$ cat src/rtl/parallel2serial_10i.sv
// parallel2serial_10i: captures ten parallel words on an accepted load and
// presents them one per transfer on a valid/ready serial output, in0 first.
// Optional macro P2S_BACKPRESSURE_EN: when defined out_ready gates transfers;
// when undefined out_ready is ignored and every SHIFT cycle is a transfer.
module parallel2serial_10i #(
  parameter int WIDTH  = 32,
  parameter int NWORDS = 10
) (
  input  logic             clk,
  input  logic             rst,
  input  logic [WIDTH-1:0] in0,
  input  logic [WIDTH-1:0] in1,
  input  logic [WIDTH-1:0] in2,
  input  logic [WIDTH-1:0] in3,
  input  logic [WIDTH-1:0] in4,
  input  logic [WIDTH-1:0] in5,
  input  logic [WIDTH-1:0] in6,
  input  logic [WIDTH-1:0] in7,
  input  logic [WIDTH-1:0] in8,
  input  logic [WIDTH-1:0] in9,
  input  logic             load,
  input  logic             out_ready,
  output logic [WIDTH-1:0] out,
  output logic             out_valid,
  output logic             out_last,
  output logic             busy,
  output logic             done
);

  typedef enum logic {
    IDLE  = 1'b0,
    SHIFT = 1'b1
  } state_t;

  state_t           r_state;
  state_t           w_state_next;
  logic [WIDTH-1:0] r_buf [NWORDS];
  logic [WIDTH-1:0] w_in  [NWORDS];
  logic [3:0]       r_cnt;
  logic [3:0]       w_cnt_inc;
  logic [WIDTH-1:0] r_out;
  logic             r_done;
  logic             w_ready;
  logic             w_accept;
  logic             w_xfer;
  logic             w_cnt_last;

  assign w_in[0] = in0;
  assign w_in[1] = in1;
  assign w_in[2] = in2;
  assign w_in[3] = in3;
  assign w_in[4] = in4;
  assign w_in[5] = in5;
  assign w_in[6] = in6;
  assign w_in[7] = in7;
  assign w_in[8] = in8;
  assign w_in[9] = in9;

`ifdef P2S_BACKPRESSURE_EN
  assign w_ready = out_ready;
`else
  // Free-running receiver: the port stays for pin compatibility only.
  logic w_unused_ready;
  assign w_unused_ready = out_ready;
  assign w_ready        = 1'b1;
`endif

  assign w_accept   = (r_state == IDLE) && load;
  assign w_xfer     = (r_state == SHIFT) && w_ready;
  assign w_cnt_last = (r_cnt == 4'(NWORDS - 1));
  assign w_cnt_inc  = r_cnt + 4'd1;

  // State register.
  always_ff @(posedge clk) begin
    if (rst) r_state <= IDLE;
    else     r_state <= w_state_next;
  end

  // Next state: start on an accepted load, finish on the word-9 transfer.
  always_comb begin
    w_state_next = r_state;
    case (r_state)
      IDLE:    if (load) w_state_next = SHIFT;
      SHIFT:   if (w_xfer && w_cnt_last) w_state_next = IDLE;
      default: w_state_next = IDLE;
    endcase
  end

  // Frame buffer: all ten words captured together on an accepted load.
  always_ff @(posedge clk) begin
    for (int i = 0; i < NWORDS; i++) begin
      if (rst)           r_buf[i] <= '0;
      else if (w_accept) r_buf[i] <= w_in[i];
    end
  end

  // Word counter, registered output word and done pulse.
  always_ff @(posedge clk) begin
    if (rst) begin
      r_cnt  <= '0;
      r_out  <= '0;
      r_done <= 1'b0;
    end else begin
      r_done <= w_xfer && w_cnt_last;
      if (w_accept) begin
        // in0 is taken straight from the port so it is on out next cycle.
        r_cnt <= '0;
        r_out <= w_in[0];
      end else if (w_xfer) begin
        if (w_cnt_last) begin
          r_cnt <= '0;
          r_out <= '0;
        end else begin
          r_cnt <= w_cnt_inc;
          r_out <= r_buf[w_cnt_inc];
        end
      end
    end
  end

  assign out       = r_out;
  assign out_valid = (r_state == SHIFT);
  assign out_last  = (r_state == SHIFT) && w_cnt_last;
  assign busy      = (r_state == SHIFT);
  assign done      = r_done;

endmodule

$ cat config.mk
export PLATFORM = sky130hd
export DESIGN_NAME = parallel2serial_10i
export DESIGN_NICKNAME = d
export VERILOG_FILES = /design/src/rtl/parallel2serial_10i.sv
export SDC_FILE = /design/constraint.sdc
export NUM_CORES = 1
export LEC_CHECK = 0
export ABC_AREA = 1
export CAP_MARGIN = 20
export CORE_AREA = 10 10 233 235
export CTS_BUF_LIST = sky130_fd_sc_hd__clkbuf_2
export DETAILED_ROUTE_END_ITERATION = 6
export DIE_AREA = 0 0 243 245
export GPL_ROUTABILITY_DRIVEN = 1
export MAX_ROUTING_LAYER = met4
export RECOVER_POWER = 50
export REMOVE_ABC_BUFFERS = 1
export SETUP_SLACK_MARGIN = 0.15
export SYNTH_ARGS = -nofsm -noshare
export SYNTH_HDL_FRONTEND = slang
export SYNTH_SLANG_ARGS = --single-unit
$ cat constraint.sdc
create_clock -name clk -period 8.5 [get_ports clk]
set_input_delay 1.7 -clock clk [delete_from_list [all_inputs] [get_ports clk]]
set_output_delay 1.7 -clock clk [all_outputs]
set_load 0.1 [all_outputs]
Word level (Yosys, flattened, before mapping)
Memory sizes are Yosys's and may differ from the RTL's.
Index checks and enable logic that the tools add are counted.
Word-level totals
  logic and storage cells: 44
  output and inout port bits: 36
  bits in writable memories: 320
  memories: 1
  input port bits: 324
  bits in registers: 38
Cells by class
  bitwise gates (word level): 11
  muxes and demuxes: 22
  $add $sub $neg: 1
  reduce and logical (&&, ||, !) cells: 4
  equality and inequality tests: 1
Memories
  r_buf: depth 10, width 32, rd ports 1, clocked after memory_dff 0, wr ports 10, line 37  | logic [WIDTH-1:0] r_buf [NWORDS];
Operators by type and width (number)
  $mux 32: 13
  $or 1x1->1: 10
  $mux 1: 7
  $add 4x1->4 const B: 1
  $eq 4x4->1 const B: 1
  $mux 4: 1
  $logic_and 1x1->1: 2
  $pmux 1 s2: 1
  $reduce_bool 2->1: 1
  $reduce_or 2->1: 1
  $not 1->1: 1

Depth between registers and ports, before layout
Gate-level depths: netlist of run 1.
  depth in word-level cells: 6
  gate-level depth with buffers: 11
  gate-level depth less buffers: 11

Least setup slack after synthesis of run 1
Ideal clock, no wire load.
  kind: input to register
  from: input port load
  to: memory r_buf[0][0], enable pin
  buffers on the path: 1
  path slack: -0.617 ns
  data required time: 7.828 ns
  arrival time: 8.444 ns
  cell stages on the path: 5
  setup time: 0.672 ns
  cell sequence: inv_1 -> nor2_4 -> buf_2 -> nor2_1 -> inv_1
RTL lines
  from (decl): line 21  | input logic load,
  to (decl): line 37

==> flow_summary.toml, run 1 <==
[status]
status = "complete, but fails checks"
violations = "max-capacitance violations, max-slew violations"

[yosys]
synth_top_area_share_pct = 55.8
synth_area_leaders = "edfxtp_1, nand2_1, inv_1"
yosysWarnings = 0
syn_area_per_cell_um2 = 8.55
netlist_area_mm2 = 0.0172
synth_area_leader_cell = "edfxtp_1"
yosysSeqAreaShare_pct = 60.3
synthCells = 2012
synth_cell_types = 25
synth_seq_cells = 358

[floorplan]
start_util_pct = 34.7
die_x_um = 243
core_mm2 = 0.0497
io_pins = 360
std_cell_rows = 82
dieArea_mm2 = 0.0595
die_h_um = 245

[routing]
drtIter0Drc = 832
routedWlPerCell_um = 17.2
vias = 13945
wirelength_mm = 53.9
wl_met3_mm = 2.55
wl_met1_mm = 22.8
viasPerCell = 4.45
drc = 0
wl_met2_mm = 27.3
ant_nets = 0
drtPass1Iterations = 4
top_layer = "met4"

[placed_design]
post-place-ws_ns = 2.89
dp_hpwl_mm = 33.6
place.gp.congestion = 0.834
io_buffers = 358

[critical_path]
crit_required_ns = 9.14
crit_type = "in -> reg"
start_kind = "primary input"
cp.arrival_ns = 6.75
worst_setup_path_end_kind = "flip-flop"
crit_path_top_delay_cell = "nor2_1"
crit_family = "buffers and inverters"
path_buf_inv = 5
path_cells = "dlygate4sd3_1 -> inv_1 -> nor2_1 -> clkbuf_1 -> nor2_1 -> inv_8 -> buf_12"
critPathMaxFanout = 178
reg2reg_slack_ns = 3.43
cp_common_cell = "nor2_1"
slowest_delay_ns = 1.09

[layout]
multi_input_area_mm2 = 0.00481
n_fill_cell = 4979
fin_util_pct = 44.4
regArea_mm2 = 0.0104
final_nets = 2703
drive_above_1_share_pct = 8.34
syn2layout_area_growth_pct = 28.2

[clocking]
clkSinkCount = 358
clock_path_buffers = 3
cts_resized = 0
clkSlewWorstSetupHoldPaths_ns = 0.09
htreeDepth = 3
cts_setup_buffers = 0
clk_latency_ns = 1.06
clockRootBuffer = "clkbuf_2"
numCtsBuffers = 97
cts_tree = "done"
ctsHoldBuffers = 0

[grt]
grt_usage_pct = 18.3
grt_antenna_before_repair = 7
overflow = 0
grt_pass1_wl_mm = 82.2
grt_pass1_vias = 14363
grt_max_degree = 179

[worst_hold_path]
hold_path_class = "reg -> reg"

[timing]
period_share_pct = 71.9
relSlewSlack_pct = -85.2
period_minus_slack_ns = 6.11
rsz0062_at_grt = "no"
hold_viol = 0
setup_viol = 0
finalMaxSlewViolations = 43
max_freq_mhz = 164
worst-slew-pin-transition_ns = 2.78
hold_slack_ns = 0.556
fin_ws_ns = 2.39
fin_skew_ns = 0.0661

[job]
drv_cap = 1

[power]
powerDensity_mw_per_mm2 = 182
cellLeakagePower_uw = 0.0104
power_uw = 4010
vdd_drop_max_uv = 70.2
==> worst paths after layout <==
check | from | end | cells past startpoint
max | load | r_buf[1][15] | 7
max reg2reg | busy | r_buf[1][15] | 5
min | out[13] | out[13] | 2
min reg2reg | out[13] | out[13] | 2
==> Yosys cell counts, drive strengths merged <==
cell      n
nand2   543
nor3      1
inv     380
dfxtp    38
nand4     2
nor2    356
ha        2
clkbuf   28
or2      12
a21oi    33
nand3   161
a31oi     1
edfxtp  320
o21ai    57
buf      78
==> kinds of logic (layout without fill, tap and decap cells) <==
group	after synthesis	after routing	share of synthesized area, %
adder cells (fa/ha/maj)	2	2	0.145
buffers and inverters	486	932	11.7
AND/OR/NAND/NOR	1075	1075	25.2
flip-flops	358	358	60.3
other	0	7	0
AO/OA/AOI/OAI	91	91	2.65
==> final cells by class <==
cell class / instances / area share [%]
Multi-Input combinational cell: 1168 / 21.8
Sequential cell: 358 / 47.0
Antenna cell: 7 / 0.0794
Tap cell: 672 / 3.81
Timing Repair Buffer: 372 / 16.7
Clock buffer: 149 / 3.38
Clock inverter: 31 / 0.596
Inverter: 380 / 6.56
==> flip-flops by register name, summed over array words and instances, names as in the netlist <==
| register | cells |
|---|---|
| r_cnt | 4 |
| busy | 1 |
| out | 32 |
| done | 1 |
| r_buf | 320 |
==> cells in the final DEF, fill, tap and decap left out <==
cell             netlist  final
a21oi_1               33     33
a31oi_1                1      1
buf_12                 0      1
buf_4                 19     11
clkbuf_1              28      3
clkbuf_2               0    149
clkdlybuf4s50_1        0    356
clkinv_1               0     18
clkinv_2               0      9
clkinv_4               0      1
dfxtp_1               38     37
dfxtp_4                0      1
diode_2                0      7
dlygate4sd3_1          0      1
edfxtp_1             320    320
ha_1                   2      1
ha_2                   0      1
inv_1                372    372
inv_2                  8      8
inv_6                  0      1
inv_8                  0      2
nand2_1              538    538
nand2_2                3      3
nand2_4                2      2
nand3_1              159    159
nand3_2                2      2
nand4_1                2      2
nor2_1               352    354
nor2_4                 2      1
nor2_8                 1      1
nor3_1                 1      1
o21ai_0               57     57
or2_2                 12     12
==> worst min-delay path: cells and delay by family (launching register included) <==
family | cells | cell delay (ns)
AO/OA/AOI/OAI | 2 | 0.19
flip-flops | 1 | 0.33
==> power breakdown <==
group	internal, uW	leakage (uW)	switching (uW)	total (uW)
clock	471	0.000702	759	1230
combinational	254	0.00590	416	670
sequential	2070	0.00378	42.8	2110
total	2790	0.0104	1220	4010
==> metrics by stage <==
step / instance area (um^2) / cells / TNS, ns
3_5_place_dp: 21200 / 2950 / 0
2_1_floorplan: 16600 / 1906 / -216.36
6_report: 22100 / 3137 / 0
4_1_cts: 22100 / 3130 / 0
3_3_place_gp: 21200 / 2950 / 0
5_1_grt: 22100 / 3137 / 0
==> layer usage <==
metal	GRT usage [%]	vias up
met4	7.99	0
met3	3.30	88
li1	-	6993
met2	30.6	355
met5	-	-
met1	21.3	6509
Note: power is estimated with default switching activity, not from simulation.
==> inputs of run 2 (changes only) <==
- clock period: 8.5 -> 5.65 ns (I/O delays scaled with it)
==> run 2 against run 1 <==
The flow still finishes with violations (max-capacitance violations, max-slew violations); sequential cell count unchanged; non-clock buffer count increased by 9; register-to-register slack got worse by 2.4 ns; clock skew increased by 0.021 ns; setup slack got worse by 1.8 ns; first-iteration DRC count decreased by 2.3%; power increased by 53%; clock power increased by 56%; die area unchanged; via count increased by 1.2%; largest power group unchanged.
==> flow_summary.toml, run 2 (same netlist as run 1, synthesis figures left out) <==
[status]
status = "complete, but fails checks"
violations = "max-capacitance violations, max-slew violations"

[critical_path]
worst_setup_path_end_kind = "flip-flop"
crit_type = "in -> reg"
cp.arrival_ns = 5.69
critPathMaxFanout = 88
r2r_end = "r_buf[4][1]"
r2r_cells = 5
start_kind = "primary input"
reg2reg_from = "busy"
reg2reg_slack_ns = 1.08
crit_required_ns = 6.30

[floorplan]
core_mm2 = 0.0497
die_h_um = 245
io_pins = 360
die_x_um = 243
dieArea_mm2 = 0.0595
std_cell_rows = 82
start_util_pct = 34.7

[worst_hold_path]
hold_path_class = "in -> reg"
hp-start = "rst"
holdPathEnd = "done"
hold_path_depth = 2

[routing]
drc = 0
drtPass1Iterations = 6
vias = 14106
wirelength_mm = 53.9
routedWlPerCell_um = 17.2
drtIter0Drc = 813
viasPerCell = 4.49
ant_nets = 0

[power]
cellLeakagePower_uw = 0.0104
vdd_drop_max_uv = 107
powerDensity_mw_per_mm2 = 276
power_uw = 6130

[grt]
grt_pass1_vias = 14520
grt_max_degree = 162
overflow = 0
grt_pass1_wl_mm = 82.5
grt_antenna_before_repair = 7
grt_usage_pct = 18.3

[placed_design]
io_buffers = 358
place.gp.congestion = 0.790
dpl_cell_area_mm2 = 0.0213
dp_hpwl_mm = 34.3
post-place-ws_ns = 1.35

[layout]
final_common_cell = "nand2_1"
drive_above_1_share_pct = 8.28
regArea_mm2 = 0.0104
regMostFlops = "r_buf"
fin_area_mm2 = 0.0222
largest_reg_flops = 320
n_fill_cell = 4964
fin_util_pct = 44.8
syn2layout_area_growth_pct = 29.2
multi_input_area_mm2 = 0.00481
final_nets = 2711
final_cell_mix = "nand2_1, inv_1, clkdlybuf4s50_1"

[timing]
period_minus_slack_ns = 5.04
rsz0062_at_grt = "no"
fin_ws_ns = 0.610
max_freq_mhz = 198
period_share_pct = 89.2
hold_viol = 0
relSlewSlack_pct = -96.5
finalMaxSlewViolations = 208
fin_skew_ns = 0.0866
setup_viol = 0
worst-slew-pin-transition_ns = 2.95

[clocking]
clock_path_buffers = 3
clkSinkCount = 358
cts_resized = 0
clk_latency_ns = 1.10
numCtsBuffers = 96
clkSlewWorstSetupHoldPaths_ns = 0.11
cts_setup_buffers = 0
cts_tree = "done"
clockRootBuffer = "clkbuf_2"
htreeDepth = 3
ctsHoldBuffers = 0

[job]
drv_cap = 2
==> run 2: changes by cell type in the layout (fill, tap and decap cells not counted), sizes merged <==
cell      change
buf           +7
clkbuf       -11
clkinvlp      +1
bufinv        +3
clkinv        +7
diode         -1
inv           -1
==> run 2: power breakdown <==
group	leakage, uW	switching [uW]	internal [uW]	total [uW]
sequential	0.00378	66.3	3110	3180
clock	0.000692	1130	795	1920
combinational	0.00597	628	397	1030
total	0.0104	1820	4300	6130
==> run 2: routing by layer <==
layer	share of wire [%]	global-route usage, %	vias up
met4	1.8	6.62	0
met5	0	-	-
met3	5.1	3.44	71
met2	51	31.8	406
met1	42	20.8	6628
li1	-	-	7001
==> run 2: layout make-up <==
cell class	instances	area share (%)
clock inverters	41	1.11
well taps	672	3.78
multi-input cells	1168	21.7
clock buffers	136	3.06
inverters	380	6.48
flip-flops and latches	358	46.7
diodes	6	0.0675
repair buffers	381	17.2
==> run 2: how the worst max path moves through the flow <==
stage / startpoint / end / slack, ns / cells after the start
global placement: load / r_buf[4][29] / 1.43 / 7
detailed placement: load / r_buf[6][29] / 1.35 / 7
floorplan: busy / r_buf[0][0] / -3.05 / 3
CTS: r_cnt[0] / out_last / 0.77 / 4
global route: load / r_buf[3][16] / 0.35 / 8
finish: load / r_buf[4][1] / 0.61 / 7
==> run 2: through the flow <==
| step | instances | hold WS [ns] | setup TNS (ns) |
|---|---|---|---|
| after global placement | 2956 | 0.523 | 0 |
| after detailed placement | 2957 | 0.528 | 0 |
| after floorplan | 1906 | 0.512 | -983.00 |
| after CTS | 3134 | 0.405 | 0 |
| final | 3142 | 0.510 | 0 |
| after global routing | 3142 | 0.422 | 0 |
==> run 2: worst max-delay path, cell delays in order <==
cell           delay, ns
dlygate4sd3_1       0.52
inv_1               0.21
nor2_1              0.83
clkbuf_1            1.04
nor2_1              0.30
inv_8               0.58
clkbuf_2            1.00
==> inputs of run 3 (changes only) <==
- CORE_AREA: 10 10 233 235 -> 10 10 207 209
- DIE_AREA: 0 0 243 245 -> 0 0 217 219
- PLACE_DENSITY: unset -> 0.71
==> run 3 against run 2 <==
The flow still finishes with violations (max-capacitance violations, max-slew violations); via count increased by 0.11%; power decreased by 0.87%; setup slack improved by 0.21 ns; utilization increased by 12 points; sequential share of layout area increased by 0.57 points; cell count decreased by 5.0%; maximum frequency increased by 4.3%; die area decreased by 20%; design area decreased by 1.2%; combinational power about the same; global-route usage increased by 2.9 points.
==> flow_summary.toml, run 3 (same netlist as run 1, synthesis figures left out) <==
[timing]
relSlewSlack_pct = -57.5
setup_viol = 0
finalMaxSlewViolations = 131
period_share_pct = 85.5
fin_skew_ns = 0.0555
rsz0062_at_grt = "no"
period_minus_slack_ns = 4.83
worst-slew-pin-transition_ns = 2.36
hold_viol = 0
max_freq_mhz = 207
hold_slack_ns = 0.564
fin_ws_ns = 0.820

[worst_hold_path]
holdPathEnd = "r_cnt[1]"
hold_path_depth = 2
hold_path_class = "reg -> reg"
hp-start = "r_cnt[1]"

[grt]
grt_max_degree = 164
grt_pass1_vias = 14145
grt_pass1_wl_mm = 76.4
grt_antenna_before_repair = 9
grt_usage_pct = 21.2
use_met1_pct = 24.5
gr-usage-met3_pct = 4.24
busiest_layer = "met2"
use_met2_pct = 35.5
overflow = 0

[layout]
final_nets = 2707
n_fill_cell = 3441
fin_area_mm2 = 0.0220
largest_reg_flops = 320
final_cell_mix = "nand2_1, inv_1, clkdlybuf4s50_1"
fin_util_pct = 57.0
final_common_cell = "nand2_1"
drive_above_1_share_pct = 8.14
syn2layout_area_growth_pct = 27.6
regMostFlops = "r_buf"

[power]
internal_power_uw = 4310
vdd_drop_max_uv = 141
powerDensity_mw_per_mm2 = 277
share_comb_of_total_power_pct = 16.7
switching_share_pct = 29.0
p_clk_share_pct = 31.1
cellLeakagePower_uw = 0.0104
seqPwrFrac_pct = 52.2
p_switching_uw = 1760
power_uw = 6070

[routing]
drtPass1Iterations = 6
viasPerCell = 4.73
drc = 0
routedWlPerCell_um = 16.9
vias = 14122
drtIter0Drc = 1103
ant_nets = 0
wirelength_mm = 50.6

[critical_path]
worst_setup_path_end_kind = "flip-flop"
cp.arrival_ns = 5.41
cp-startpoint = "load"
reg2reg_slack_ns = 1.53
crit_type = "in -> reg"
start_kind = "primary input"
r2r_end = "r_buf[0][6]"
crit_required_ns = 6.23
r2r_cells = 4
reg2reg_from = "busy"
critPathMaxFanout = 108

[placed_design]
place.gp.congestion = 0.852
io_buffers = 358
dpl_cell_area_mm2 = 0.0211
dp_hpwl_mm = 32.5
post-place-ws_ns = 1.58

[floorplan]
die_x_um = 217
io_pins = 360
start_util_pct = 44.6
std_cell_rows = 72
core_mm2 = 0.0386
die_h_um = 219
dieArea_mm2 = 0.0475

[status]
violations = "max-capacitance violations, max-slew violations"
status = "complete, but fails checks"

[clocking]
numCtsBuffers = 93
clkSlewWorstSetupHoldPaths_ns = 0.09
clock_path_buffers = 3
cts_resized = 0
htreeDepth = 3
clockRootBuffer = "clkbuf_2"
cts_tree = "done"
ctsHoldBuffers = 0
cts_setup_buffers = 0
clkSinkCount = 358
clk_latency_ns = 1.01

[job]
drv_cap = 2
run 3: cell types whose count changed in the layout (fill, tap and decap cells not counted), sizes merged:
cell | before | now
buf | 19 | 15
clkbuf | 141 | 152
clkinv | 35 | 24
diode | 6 | 11
inv | 382 | 378
run 3: area by class of cell:
class / count / area [um^2] / area share (%)
antenna: 11 / 27.5 / 0.125
clock buffer: 144 / 721 / 3.28
clock inverter: 26 / 181 / 0.826
inverter: 380 / 1440 / 6.58
multi-input combinational: 1168 / 4810 / 21.9
sequential: 358 / 10400 / 47.2
tap: 518 / 648 / 2.95
timing repair buffer: 380 / 3760 / 17.1
run 3: worst max path at each step:
stage                   endpoint  slack, ns  cells after the start
global route        r_buf[5][10]       0.61                      6
detailed placement       out[23]       1.58                     10
floorplan            r_buf[0][0]      -3.05                      3
CTS                     out_last       1.25                      3
finish               r_buf[0][6]       0.82                      6
global placement          out[3]       1.66                     10
run 3: layer usage:
metal | vias up | share of wire (%) | routed length, um
li1 | 7003 | - | -
met1 | 6482 | 40 | 20300
met2 | 535 | 50 | 25400
met3 | 102 | 6.7 | 3410
met4 | 0 | 3.0 | 1540
met5 | - | 0 | 0
run 3: worst max-delay path, cell delays in order:
cell           delay [ns]
dlygate4sd3_1        0.54
inv_1                0.43
nor2_1               0.28
nor2_1               0.28
clkinvlp_4           1.82
clkbuf_2             0.89
run 3: power groups by stage:
stage / Clock [uW] / Sequential, uW / Combinational [uW]
after floorplan: 0 / 3430 / 404
after global placement: 0 / 3220 / 1000
after detailed placement: 0 / 3230 / 1020
after CTS: 1940 / 3170 / 1020
after global routing: 2060 / 3190 / 1100
final: 1890 / 3170 / 1010
run 3: per-stage QoR:
stage / TNS (ns) / instances
after floorplan: -983.00 / 1906
after global placement: 0 / 2803
final: 0 / 2985
after global routing: 0 / 2984
after CTS: 0 / 2973
after detailed placement: 0 / 2803
